--- config.mk ---
export PLATFORM = sky130hd
export DESIGN_NAME = io_input_ctrl_flat
export DESIGN_NICKNAME = d
export VERILOG_FILES = /design/src/rtl/rv32i_pkg.sv /design/src/rtl/io_input_ctrl_if.sv /design/src/rtl/btn_debounce.sv /design/src/rtl/io_input_ctrl.sv /design/src/flat_wrapper.sv
export SDC_FILE = /design/constraint.sdc
export NUM_CORES = 1
export LEC_CHECK = 0
export CAP_MARGIN = 20
export CORE_ASPECT_RATIO = 1.4
export CORE_UTILIZATION = 48
export CTS_CLUSTER_DIAMETER = 100
export DETAILED_ROUTE_END_ITERATION = 8
export GPL_ROUTABILITY_DRIVEN = 0
export GPL_TIMING_DRIVEN = 0
export PLACE_DENSITY = 0.76
export SLEW_MARGIN = 0
export SYNTH_ARGS = -nofsm -noshare
export SYNTH_HDL_FRONTEND = slang
export SYNTH_SLANG_ARGS = --single-unit
--- constraint.sdc ---
create_clock -name i_clk -period 1.8 [get_ports i_clk]
set_input_delay 0.27 -clock i_clk [delete_from_list [all_inputs] [get_ports i_clk]]
set_output_delay 0.27 -clock i_clk [all_outputs]
set_load 0.005 [all_outputs]
--- src/rtl/rv32i_pkg.sv ---
// Shared constants for the input I/O page: register offsets, button count,
// register selector type and the address decode helper.
package rv32i_pkg;

  localparam logic [11:0] IO_IN_SW_OFS      = 12'h000;
  localparam logic [11:0] IO_IN_BTN_LVL_OFS = 12'h004;
  localparam logic [11:0] IO_IN_BTN_EVT_OFS = 12'h008;
  localparam logic [11:0] IO_IN_IRQ_EN_OFS  = 12'h00C;
  localparam logic [11:0] IO_IN_DB_CFG_OFS  = 12'h010;

  localparam int IO_IN_NUM_BTN = 4;

  typedef enum logic [2:0] {
    REG_SW,
    REG_BTN_LVL,
    REG_BTN_EVT,
    REG_IRQ_EN,
    REG_DB_CFG,
    REG_NONE
  } io_in_reg_e;

  // Word index (byte offset bits [11:2]) to register selector.
  function automatic io_in_reg_e io_in_decode(input logic [9:0] word_idx);
    io_in_reg_e sel;
    sel = REG_NONE;
    if (word_idx == IO_IN_SW_OFS[11:2])      sel = REG_SW;
    if (word_idx == IO_IN_BTN_LVL_OFS[11:2]) sel = REG_BTN_LVL;
    if (word_idx == IO_IN_BTN_EVT_OFS[11:2]) sel = REG_BTN_EVT;
    if (word_idx == IO_IN_IRQ_EN_OFS[11:2])  sel = REG_IRQ_EN;
    if (word_idx == IO_IN_DB_CFG_OFS[11:2])  sel = REG_DB_CFG;
    return sel;
  endfunction

endpackage

--- src/rtl/io_input_ctrl_if.sv ---
// LSU-side load/store bus of the input peripheral.
interface io_input_ctrl_if;

  logic [11:0] i_addr;
  logic        i_rd_en;
  logic        i_wr_en;
  logic [31:0] i_wr_data;
  logic [31:0] o_rd_data;
  logic        o_rd_vld;

  modport master (
    output i_addr, i_rd_en, i_wr_en, i_wr_data,
    input  o_rd_data, o_rd_vld
  );

  modport slave (
    input  i_addr, i_rd_en, i_wr_en, i_wr_data,
    output o_rd_data, o_rd_vld
  );

endinterface

--- src/rtl/btn_debounce.sv ---
// Single-button debouncer: a new level is accepted only after it has been
// seen on the synchronized input for DEBOUNCE_CYCLES consecutive edges.
// The press/release pulses are high during the cycle whose edge updates level.
module btn_debounce #(
  parameter int DEBOUNCE_CYCLES = 50000,
  parameter int CNT_W           = $clog2(DEBOUNCE_CYCLES + 1)
) (
  input  logic i_clk,
  input  logic i_rst_n,
  input  logic i_sync,
  output logic o_level,
  output logic o_rise,
  output logic o_fall
);

  localparam logic [CNT_W-1:0] CNT_LAST = CNT_W'(DEBOUNCE_CYCLES - 1);

  logic             level;
  logic [CNT_W-1:0] cnt;
  logic             differ;
  logic             accept;

  assign differ  = (i_sync != level);
  assign accept  = differ && (cnt == CNT_LAST);
  assign o_level = level;
  assign o_rise  = accept &  i_sync;
  assign o_fall  = accept & ~i_sync;

  // Count consecutive disagreeing cycles; any agreeing cycle restarts the count.
  always_ff @(posedge i_clk or negedge i_rst_n) begin
    if (!i_rst_n) begin
      level <= 1'b0;
      cnt   <= '0;
    end else if (accept) begin
      // NOTE: non-blocking assignments keep every flop reading pre-edge values.
      level <= i_sync;
      cnt   <= '0;
    end else if (differ) begin
      cnt <= cnt + CNT_W'(1);
    end else begin
      cnt <= '0;
    end
  end

endmodule

--- src/rtl/io_input_ctrl.sv ---
// Memory-mapped input peripheral: synchronizes switches and buttons,
// debounces buttons, keeps sticky press/release flags and raises an IRQ.
module io_input_ctrl
  import rv32i_pkg::*;
#(
  parameter int DEBOUNCE_CYCLES = 50000,
  parameter int CNT_W           = $clog2(DEBOUNCE_CYCLES + 1)
) (
  input  logic                     i_clk,
  input  logic                     i_rst_n,
  input  logic [31:0]              i_io_sw,
  input  logic [IO_IN_NUM_BTN-1:0] i_io_btn,
  io_input_ctrl_if.slave           bus,
  output logic                     o_irq
);

  localparam int EVT_W = 2 * IO_IN_NUM_BTN;

  logic [31:0]              sw_s1, sw_s2;
  logic [IO_IN_NUM_BTN-1:0] btn_s1, btn_s2;
  logic [IO_IN_NUM_BTN-1:0] level, rise, fall;
  logic [EVT_W-1:0]         btn_evt, irq_en, evt_clr;
  logic [31:0]              rd_mux;
  io_in_reg_e               sel;
  logic                     unused_bits;

  assign sel         = io_in_decode(bus.i_addr[11:2]);
  assign evt_clr     = (bus.i_wr_en && sel == REG_BTN_EVT) ? bus.i_wr_data[EVT_W-1:0] : '0;
  assign unused_bits = ^{bus.i_addr[1:0], bus.i_wr_data[31:EVT_W]};

  // Two-flop synchronizers for the asynchronous board inputs.
  always_ff @(posedge i_clk or negedge i_rst_n) begin
    if (!i_rst_n) begin
      sw_s1  <= '0;
      sw_s2  <= '0;
      btn_s1 <= '0;
      btn_s2 <= '0;
    end else begin
      sw_s1  <= i_io_sw;
      sw_s2  <= sw_s1;
      btn_s1 <= i_io_btn;
      btn_s2 <= btn_s1;
    end
  end

  for (genvar g = 0; g < IO_IN_NUM_BTN; g++) begin : g_btn
    btn_debounce #(
      .DEBOUNCE_CYCLES(DEBOUNCE_CYCLES),
      .CNT_W          (CNT_W)
    ) u_debounce (
      .i_clk  (i_clk),
      .i_rst_n(i_rst_n),
      .i_sync (btn_s2[g]),
      .o_level(level[g]),
      .o_rise (rise[g]),
      .o_fall (fall[g])
    );
  end

  // Sticky event flags (set beats write-1-to-clear) and the IRQ mask.
  always_ff @(posedge i_clk or negedge i_rst_n) begin
    if (!i_rst_n) begin
      btn_evt <= '0;
      irq_en  <= '0;
    end else begin
      btn_evt <= (btn_evt & ~evt_clr) | {fall, rise};
      if (bus.i_wr_en && sel == REG_IRQ_EN) irq_en <= bus.i_wr_data[EVT_W-1:0];
    end
  end

  // Read mux over current (pre-write) register values.
  always_comb begin
    // NOTE: default first so no path through the case leaves rd_mux unassigned.
    rd_mux = '0;
    case (sel)
      REG_SW:      rd_mux = sw_s2;
      REG_BTN_LVL: rd_mux = 32'(level);
      REG_BTN_EVT: rd_mux = 32'(btn_evt);
      REG_IRQ_EN:  rd_mux = 32'(irq_en);
      REG_DB_CFG:  rd_mux = 32'(DEBOUNCE_CYCLES);
      default:     rd_mux = '0;
    endcase
  end

  // Registered read response and interrupt request.
  always_ff @(posedge i_clk or negedge i_rst_n) begin
    if (!i_rst_n) begin
      bus.o_rd_data <= '0;
      bus.o_rd_vld  <= 1'b0;
      o_irq         <= 1'b0;
    end else begin
      if (bus.i_rd_en) bus.o_rd_data <= rd_mux;
      bus.o_rd_vld <= bus.i_rd_en;
      o_irq        <= |(btn_evt & irq_en);
    end
  end

endmodule

--- src/flat_wrapper.sv ---
// flat-port wrapper written by rule: the top's interface ports become plain ports
module io_input_ctrl_flat import rv32i_pkg::*;
#(
  parameter int DEBOUNCE_CYCLES = 50000,
  parameter int CNT_W           = $clog2(DEBOUNCE_CYCLES + 1)
)
  (i_clk, i_rst_n, i_io_sw, i_io_btn, o_irq, bus_i_addr, bus_i_rd_en, bus_i_wr_en, bus_i_wr_data, bus_o_rd_data, bus_o_rd_vld);
  io_input_ctrl_if bus_i ();
  input  logic i_clk;
  input  logic i_rst_n;
  input  logic [31:0] i_io_sw;
  input  logic [IO_IN_NUM_BTN-1:0] i_io_btn;
  output logic o_irq;
  input wire logic [$bits(bus_i.i_addr)-1:0] bus_i_addr;
  input wire logic [$bits(bus_i.i_rd_en)-1:0] bus_i_rd_en;
  input wire logic [$bits(bus_i.i_wr_en)-1:0] bus_i_wr_en;
  input wire logic [$bits(bus_i.i_wr_data)-1:0] bus_i_wr_data;
  output wire logic [$bits(bus_i.o_rd_data)-1:0] bus_o_rd_data;
  output wire logic [$bits(bus_i.o_rd_vld)-1:0] bus_o_rd_vld;
  assign bus_i.i_addr = bus_i_addr;
  assign bus_i.i_rd_en = bus_i_rd_en;
  assign bus_i.i_wr_en = bus_i_wr_en;
  assign bus_i.i_wr_data = bus_i_wr_data;
  assign bus_o_rd_data = bus_i.o_rd_data;
  assign bus_o_rd_vld = bus_i.o_rd_vld;
  io_input_ctrl #(.DEBOUNCE_CYCLES(DEBOUNCE_CYCLES), .CNT_W(CNT_W)) u_core (.i_clk(i_clk), .i_rst_n(i_rst_n), .i_io_sw(i_io_sw), .i_io_btn(i_io_btn), .bus(bus_i), .o_irq(o_irq));
endmodule
# Word-level counts from Yosys, hierarchy flattened
# Index checks and enable logic that the tools add are counted.
# totals
reg_bits	190
inputBits	84
output_inout_bits	34
wordCells	77
# classes
add_sub_neg	4
eq_ne	16
muxes	15
n_bitwise	16
reduce_logical	9
# op_table
op	n
case mux 32 bit (5 select lines)	1
two-way mux 16 bit	8
adder 16 x 1 -> 16 bit, second input constant	4
equality test 16 bit, second input constant	4
equality test 10 x 2 -> 1 bit, second input constant	2
AND 8 bit	2
two-way mux 3 bit	5
equality test 10 x 1 -> 1 bit, second input constant	1
equality test 10 x 3 -> 1 bit, second input constant	1
zero test 10 bit	1
AND 1 bit	8
two-way mux 8 bit	1
NOT 8 bit	1
bitwise OR 8 bit	1
OR reduction 8 bit	1
equality test 3 x 2 -> 1 bit, second input constant	2
logical AND 1 bit	6
!= test 1 bit	4
NOT 1 bit	4
equality test 3 x 1 -> 1 bit, second input constant	1
equality test 3 bit, second input constant	1
zero test 3 bit	1

# Longest topological paths before layout
# depth
depth_word	12
depth_mapped	6
mapped_depth_nobuf	5

# Hierarchy
# A second synthesis with hierarchy kept.
# hier_totals
cells_unflattened	626
area_unflattened_um2	7892.6
# modules_own_cells
mod	instances	cells_per_inst	area_each_um2	seq_area_each_um2
io_input_ctrl	1	294	4154.0	3052.9
btn_debounce	4	83	934.6	425.4

# Least setup slack after synthesis
# OpenSTA, ideal clock, no wires.
# synth_path
path_type	register to register
startpoint	reg u_core.g_btn[3].u_debounce.cnt[0]
endpoint	reg u_core.g_btn[3].u_debounce.cnt[10]
arrival_time_ps	1550
required_time_ps	1668
setup_slack_ps	118
stages_incl_launch_ff	7
n_path_buf	1
path_cell_list	dfrtp_1 > ha_1 > nand3_1 > nand4b_1 > nand2_1 > clkbuf_1 > nor2_1
# synth_between
elab_chain_cells	3
elab_cells_between_ends	5
# synth_lines
element	line_no	rtl
from (decl)	btn_debounce.sv:19	logic [CNT_W-1:0] cnt;
from (signal assigned)	btn_debounce.sv:39	cnt <= cnt + CNT_W'(1);
adder 16 x 1 -> 16 bit / equality test 16 bit (equally long branches)	btn_debounce.sv:39, btn_debounce.sv:24	
two-way mux 16 bit / logical AND 1 bit (equally long branches)	btn_debounce.sv:38, btn_debounce.sv:24	
two-way mux 16 bit *	btn_debounce.sv:34	end else if (accept) begin
# Mark *: on every way between the ends. The rest lies on a longest branch, timed or not.
# A chain may end at the register's enable or synchronous reset.

# Worst setup path in the final report
# layout_path
startpoint	in bus_i_addr[11]
endpoint	reg u_core.bus.o_rd_data[26]
# layout_between
elab_chain_cells	8
elab_cells_between_ends	16
# layout_lines
element	line_no	rtl
from (decl)	flat_wrapper.sv:14	input wire logic [$bits(bus_i.i_addr)-1:0] bus_i_addr;
zero test 10 bit	rv32i_pkg.sv:26	if (word_idx == IO_IN_SW_OFS[11:2]) sel = REG_SW;
two-way mux 3 bit	rv32i_pkg.sv:26	
two-way mux 3 bit	rv32i_pkg.sv:27	if (word_idx == IO_IN_BTN_LVL_OFS[11:2]) sel = REG_BTN_LVL;
two-way mux 3 bit	rv32i_pkg.sv:28	if (word_idx == IO_IN_BTN_EVT_OFS[11:2]) sel = REG_BTN_EVT;
two-way mux 3 bit	rv32i_pkg.sv:29	if (word_idx == IO_IN_IRQ_EN_OFS[11:2]) sel = REG_IRQ_EN;
two-way mux 3 bit *	rv32i_pkg.sv:30	if (word_idx == IO_IN_DB_CFG_OFS[11:2]) sel = REG_DB_CFG;
equality test 3 bit (tied with other cells)	io_input_ctrl.sv:75	case (sel)
case mux 32 bit (5 select lines) *	io_input_ctrl.sv:75	
to (signal assigned)	io_input_ctrl.sv:92	if (bus.i_rd_en) bus.o_rd_data <= rd_mux;
to (decl)	io_input_ctrl_if.sv:18	output o_rd_data, o_rd_vld
# Marks and branches as above.

==> results.sh <==
export IMPL_cts_sinks=190
export IMPL_hold_worst_slack_ns=0.2387
export IMPL_drt_iter0_markers=191
export IMPL_synth_edf_count=0
export IMPL_start_kind="input pin"
export IMPL_reg2reg_slack_ns=0.09
export IMPL_syn_avg_cell_area_um2=12.79
export IMPL_status="finished clean"
export IMPL_post_route_util_pct=62.33
export IMPL_cts_root_buf="clkbuf_16"
export IMPL_worstPathCellList="clkdlybuf4s50_1, or4_4, nor2_2, and4b_1, buf_2, a22o_1"
export IMPL_cts_buffers=17
export IMPL_timing_max_cap_violations=0
export IMPL_port_buffers=90
export IMPL_worstSkewPairLatency_ns=0.42
export IMPL_io_pins=118
export IMPL_critPathTopFamily="simple AND/OR/NAND/NOR gates"
export IMPL_antenna_found_initial=0
export IMPL_p_leak_uw=0.003820
export IMPL_worst_path_max_delay_cell="or4_4"
export IMPL_skew_ns=0.01170
export IMPL_worstSetupPathType="input pin to flip-flop"
export IMPL_ys_flop_type="dfrtp_1"
export IMPL_placedCellCount=849
export IMPL_routed_wirelength_mm=15.05
export IMPL_ir_drop_mv=0.6380
export IMPL_period_share_pct=97.69
export IMPL_start_util_pct=49.73
export IMPL_cp_arrival_ns=2.12
export IMPL_via_per_inst=5.453
export IMPL_overflow=0
export IMPL_ys_seq_elements=190
export IMPL_rows=52
export IMPL_whs_endpoint="u_core.bus.o_rd_data[7]$_DFFE_PN0P_"
export IMPL_grt_first_pass_wirelength_mm=25.19
export IMPL_period_needed_ns=1.758
export IMPL_synthArstFlopShare_pct=100.0
export IMPL_hold_viol_final=0
export IMPL_end_kind="flip-flop"
export IMPL_critical_path_buf_inv_count=2
export IMPL_relSlewSlack_pct=49.48
export IMPL_p_per_area_nw_per_um2=929.4
export IMPL_final_area_um2=9125
export IMPL_regToRegStartpoint="u_core.g_btn[3].u_debounce.cnt[0]$_DFF_PN0_"
export IMPL_core_area_um2=14640
export IMPL_vias=4842
export IMPL_cp_startpoint="bus_i_addr[11]"
export IMPL_area_growth_pct=25.35
export IMPL_hp_class="input pin to flip-flop"
export IMPL_postRouteAntennaNets=0
export IMPL_yosysUniqueCellTypes=40
export IMPL_die_x_um=106.1
export IMPL_cts_htree_levels=4
export IMPL_synthesis_nets=657
export IMPL_drive_above_1_share_pct=11.02
export IMPL_crit_path_max_incr_delay_ns=0.59
export IMPL_worstHoldStart="bus_i_addr[3]"
export IMPL_grt_use_total_pct=21.02
export IMPL_r2r_end="u_core.g_btn[3].u_debounce.cnt[14]$_DFF_PN0_"
export IMPL_clockBufferDepth=2
export IMPL_fin_cells=888
export IMPL_hpwl_mm=10.27
export IMPL_rsz0062_at_grt="no"
export IMPL_dpl_cell_area_um2=8449
export IMPL_maxSlewViolCount=0
export IMPL_setup_viol=0
export IMPL_layout_nets=774
export IMPL_cts_tree="yes"
export IMPL_drcViolationCount=0
export IMPL_grt_pass1_vias=5180
export IMPL_setup_tns_ns=0
export IMPL_drtPass1Iterations=6
export IMPL_path_clk_slew_ns=0.08
export IMPL_antennaDiodeCount=0
export IMPL_syn_instance_count=569
export IMPL_wl_per_cell_um=16.94
export IMPL_tightestPinTransition_ns=0.7578
export IMPL_whs_path_depth=3
export IMPL_syn_cell_area_um2=7279
export IMPL_grt_max_degree=106
export IMPL_ys_seq_area_share_pct=65.31
export IMPL_required_ns=2.16
export IMPL_max_freq_mhz=568.7
export IMPL_die_area_um2=15670
export IMPL_die_height_um=147.7
export IMPL_path_max_fanout=10
export IMPL_ys_warnings_count=0
export IMPL_r2r_cells=5
## through the flow
stage,setup WS (ns),total power [µW]
6_report,0.04161,8481
5_1_grt,0.006102,8787
3_3_place_gp,-6.765,4880
2_1_floorplan,0.1183,4623
4_1_cts,0.02847,8563
3_5_place_dp,-0.4840,4906
## cell usage after synthesis (all sizes together) (3+ instances only)
| cell type | number | area share (%) |
|---|---|---|
| mux4 | 4 | 1.3 |
| nor4b | 5 | 0.60 |
| nand4 | 22 | 1.9 |
| nand2 | 29 | 1.5 |
| inv | 17 | 0.88 |
| ha | 4 | 0.69 |
| or3 | 4 | 0.36 |
| clkbuf | 8 | 0.69 |
| dfrtp | 190 | 65 |
| mux2 | 14 | 2.2 |
| nor2 | 71 | 3.7 |
| buf | 5 | 0.38 |
| o21ai | 4 | 0.28 |
| o2bb2ai | 20 | 2.4 |
| a22oi | 6 | 0.62 |
| nand2b | 9 | 0.77 |
| nor4bb | 8 | 1.1 |
| xor2 | 9 | 1.1 |
| xnor2 | 45 | 5.4 |
| nand3 | 20 | 1.4 |
| a22o | 20 | 2.4 |
| nor3 | 16 | 1.1 |
| nor4 | 15 | 1.5 |
| or4 | 3 | 0.36 |
| and3 | 8 | 0.69 |
## tightest hold or removal path, cell delays in order
cell and delay [ns]:
clkbuf_8 0.15, a22oi_1 0.07, o2bb2ai_1 0.13
## kinds of logic (layout without fill, tap and decap cells)
kind of cell,after synthesis,after routing,share of synthesized area (%)
buf+inv,31,161,2.063
xor+xnor,54,54,6.497
flops,190,190,65.31
fa+ha+maj,4,4,0.6875
compound gates,55,55,6.153
mux,20,20,3.781
simple gates,215,215,15.50
## report_power, final
group | switching, µW | total, µW | internal [µW]
combinational | 200 | 395 | 195
sequential | 57.8 | 4440 | 4380
clock | 1700 | 3650 | 1950
## routing by layer
metal / global-route usage [%] / part of all wire (%) / vias up
met1: 24.76 / 40 / 2462
met2: 36.99 / 54 / 119
met4: 6.597 / 1.8 / 0
li1: - / - / 2243
met3: 6.041 / 4.6 / 18
met5: 0 / 0 / -
## area by class of cell
cell class / instances / area (µm²)
clock buffers: 17 / 425.4
fillers: 1097 / 5514
repair buffers: 99 / 996.0
multi-input cells: 348 / 2405
well taps: 189 / 236.5
plain buffers: 13 / 91.34
flip-flops and latches: 190 / 4755
inverters: 17 / 63.81
clock inverters: 15 / 152.6
## flip-flops by register name, indices dropped and copies added, names as in the netlist
signal / count
u_core.irq_en: 8
u_core.btn_s1: 4
u_core.g_btn.u_debounce.o_level: 4
u_core.o_irq: 1
u_core.sw_s2: 32
u_core.bus.o_rd_vld: 1
u_core.sw_s1: 32
u_core.bus.o_rd_data: 32
u_core.btn_s2: 4
u_core.g_btn.u_debounce.cnt: 64
u_core.btn_evt: 8
## cells in the final DEF, fill, tap and decap left out, drive strengths merged, types with 8 or more instances in the layout
cell type      synthesis  final
buf                    5     13
clkbuf                 8     25
xor2                   9      9
inv                   17     23
xnor2                 45     45
nand2                 29     29
nand4                 22     22
clkdlybuf4s50          0     89
o2bb2ai               20     20
a22o                  20     20
dfrtp                190    190
nor2                  71     71
mux2                  14     14
nor4bb                 8      8
and3                   8      8
nor4                  15     15
nor3                  16     16
nand2b                 9      9
nand3                 20     20
## worst max-delay path by stage
| stage | slack, ns | end | depth (start not counted) |
|---|---|---|---|
| 6_report | 0.04 | u_core.bus.o_rd_data[26]$_DFFE_PN0P_ | 6 |
| 5_1_grt | 0.006 | u_core.g_btn[2].u_debounce.cnt[6]$_DFF_PN0_ | 6 |
| 4_1_cts | 0.03 | u_core.g_btn[3].u_debounce.cnt[14]$_DFF_PN0_ | 5 |
| 3_5_place_dp | -0.48 | u_core.irq_en[6]$_DFFE_PN0P_ | 5 |
| 3_3_place_gp | -6.76 | u_core.g_btn[1].u_debounce.cnt[10]$_DFF_PN0_ | 1 |
| 2_1_floorplan | 0.12 | u_core.g_btn[3].u_debounce.cnt[10]$_DFF_PN0_ | 6 |
## what timing repair did
action	4_1_cts	5_1_grt
endpoints found under the setup margin	49	54
setup buffers	4	3
pin swaps	2	2
hold buffers	1	0
endpoints found under the hold margin	104	0
gates resized for setup	8	7
(Power assumes the default switching activity.)
==> edit, RTL diff (config.mk and constraints unchanged) <==
Change the package constant `IO_IN_NUM_BTN` from 4 to 2.
--- a/src/rtl/rv32i_pkg.sv
+++ b/src/rtl/rv32i_pkg.sv
@@ -10,3 +10,3 @@
 
-  localparam int IO_IN_NUM_BTN = 4;
+  localparam int IO_IN_NUM_BTN = 2;
 
Ports: changed (resized i_io_btn); port bits go from 118 to 116. The function was not compared with the original's and may differ.
==> edit against the original RTL <==
  * Setup slack improved by 43 ps
  * Worst hold slack better by 54 ps
  * Synthesized area is 30% lower
  * Wire length down 29%
  * Total power shrank 15%
  * Largest power group is now the clock network
  * Combinational power is 24% lower
  * Sequential cell count decreased by 46
  * Design area fell by 25%
  * Critical endpoint is now u_core.g_btn[1].u_debounce.o_level
  * Fmax is 2.5% higher
  * First-iteration DRC count down 30%
==> edit: results (changes against the original RTL) <==
run_status:
  status: "completed"
detailed_routing:
  drt_iter0_markers: 134  # -30%
  met1_length_mm: 4.05  # -33%
  wl_met3_um: 743  # +7.5%
  drt_first_pass_iters: 4  # -2
  dr_wl_met2_mm: 5.69  # -29%
  num_vias: 3338  # -31%
  wl_per_cell_um: 17.1  # +1.0%
  routed_via_density: 5.34  # -2.1%
  dr.max_layer_used: "met4"
placement:
  dpl.hpwl_mm: 6.69  # -35%
  placed_cells: 586  # -31%
  dp_worst_setup_slack_ps: -555  # -71.2 ps
  post_dp_cell_area_um2: 6100  # -28%
  io_buffers: 84  # -6.7%
logic_synthesis:
  synth.avg_cell_area_um2: 13.9  # +9.0%
  synthArstFlopShare_pct: 100  # unchanged
  yosysUniqueCellTypes: 31  # -23%
  synthesis.nets: 447  # -32%
  synth_seq_area_share_pct: 71.2  # +5.9 points
  synthTopCellsByCount: "dfrtp_1 (144), nor2_1 (41), xnor2_1 (25), a22o_1 (22), nand2_1 (14)"
  yosys.area.top_type: "dfrtp_1"
  synth_area_leaders: "dfrtp_1 (71%), xnor2_1 (4.3%), a22o_1 (3.8%), nor2_1 (3.0%), mux2_2 (1.8%)"
  ys_warn_count: 0  # unchanged
global_routing:
  met1_usage_pct: 22.6  # -2.2 points
  antenna_found_initial: 0  # unchanged
  grt_pass1_wl_mm: 16.3  # -35%
  grt_use_met2_pct: 35.0  # -1.9 points
  grt_pass1_vias: 3454  # -33%
  grt_usage_pct: 20.3  # -0.67 points
  grt_max_degree: 108  # +1.9%
  grtUsageMet3_pct: 7.41  # +1.4 points
setup_path:
  crit_path_max_fanout: 5  # -5
  cpPeakStageDelay_ps: 430  # -160 ps
  ff2ff_setup_slack_ps: 80
  cpLargestDelayFamily: "simple AND/OR/NAND/NOR gates"
  cpMaxStageDelayCell: "dfrtp_1"
clocking:
  insertion_delay_ps: 410
  htreeDepth: 4  # unchanged
  clockBufferDepth: 2  # unchanged
  cts_buffers: 17  # unchanged
  path_clk_slew_ps: 60  # -20 ps
  clockRootBuffer: "clkbuf_16"
final_layout:
  layout-drive-gt1-share_pct: 14.2  # +3.2 points
  nNetsFinal: 558  # -28%
sta:
  layout_worst_path_cycle_share_pct: 95.3  # -2.4 points
  maxSlewHeadroom_pct: 64.8  # +15 points
  fin_skew_ps: 5.97  # -5.73 ps
  tns_ps: 0  # unchanged
  hold_ws_ps: 293  # +54.5 ps
power_and_ir_drop:
  ir_worst_vdd_mv: 0.873  # +37%
  leakage_nw: 2.91  # -24%
hold_path:
  worstHoldPathType: "input port to flop"
-- edit: logic make-up (layout without fill, tap and decap cells) --
group	after synthesis	after routing	share of synthesized area [%]
DFF	144	144	71.2
and+or+nand+nor	112	112	11.8
AOI/OAI and AO/OA	46	46	7.41
xor gates and xnor gates	27	27	4.67
buffers and inverters	22	146	1.78
muxes	10	10	2.67
adders and majority gates	2	2	0.494
-- edit: final cells by class --
| class | count | area, um2 |
|---|---|---|
| clock buffers | 18 | 429 |
| well taps | 138 | 173 |
| flip-flops and latches | 144 | 3600 |
| clock inverters | 14 | 166 |
| inverters | 12 | 45.0 |
| plain buffers | 10 | 47.5 |
| multi-input cells | 197 | 1440 |
| fillers | 702 | 3470 |
| repair buffers | 92 | 925 |
-- edit: what timing repair did --
item / CTS / global route
hold endpoints to repair: 37 / 0
pin swaps: 0 / 2
endpoints found under the setup margin: 26 / 25
gates resized for setup: 5 / 10
hold buffers: 1 / 0
buffers inserted: 1 / 5
-- edit: path summary, 6_finish.rpt --
kind | startpoint | endpoint | depth (start not counted)
worst max-delay path | u_core.g_btn[1].u_debounce.cnt[0] | u_core.g_btn[1].u_debounce.o_level | 5
worst min-delay path | i_io_sw[2] | u_core.sw_s1[2] | 1
max in group asynchronous | i_rst_n | u_core.bus.o_rd_data[10] | 3
min in group asynchronous | i_rst_n | u_core.bus.o_rd_data[29] | 2
worst min register to register | u_core.sw_s1[22] | u_core.sw_s2[22] | 0
worst max register to register | u_core.g_btn[1].u_debounce.cnt[0] | u_core.g_btn[1].u_debounce.o_level | 5
-- edit: report_power, final --
group	total, mW	internal [mW]	switching [mW]
Clock	3.51	2.17	1.34
Sequential	3.38	3.33	0.0432
Combinational	0.302	0.149	0.153
Total	7.19	5.65	1.53
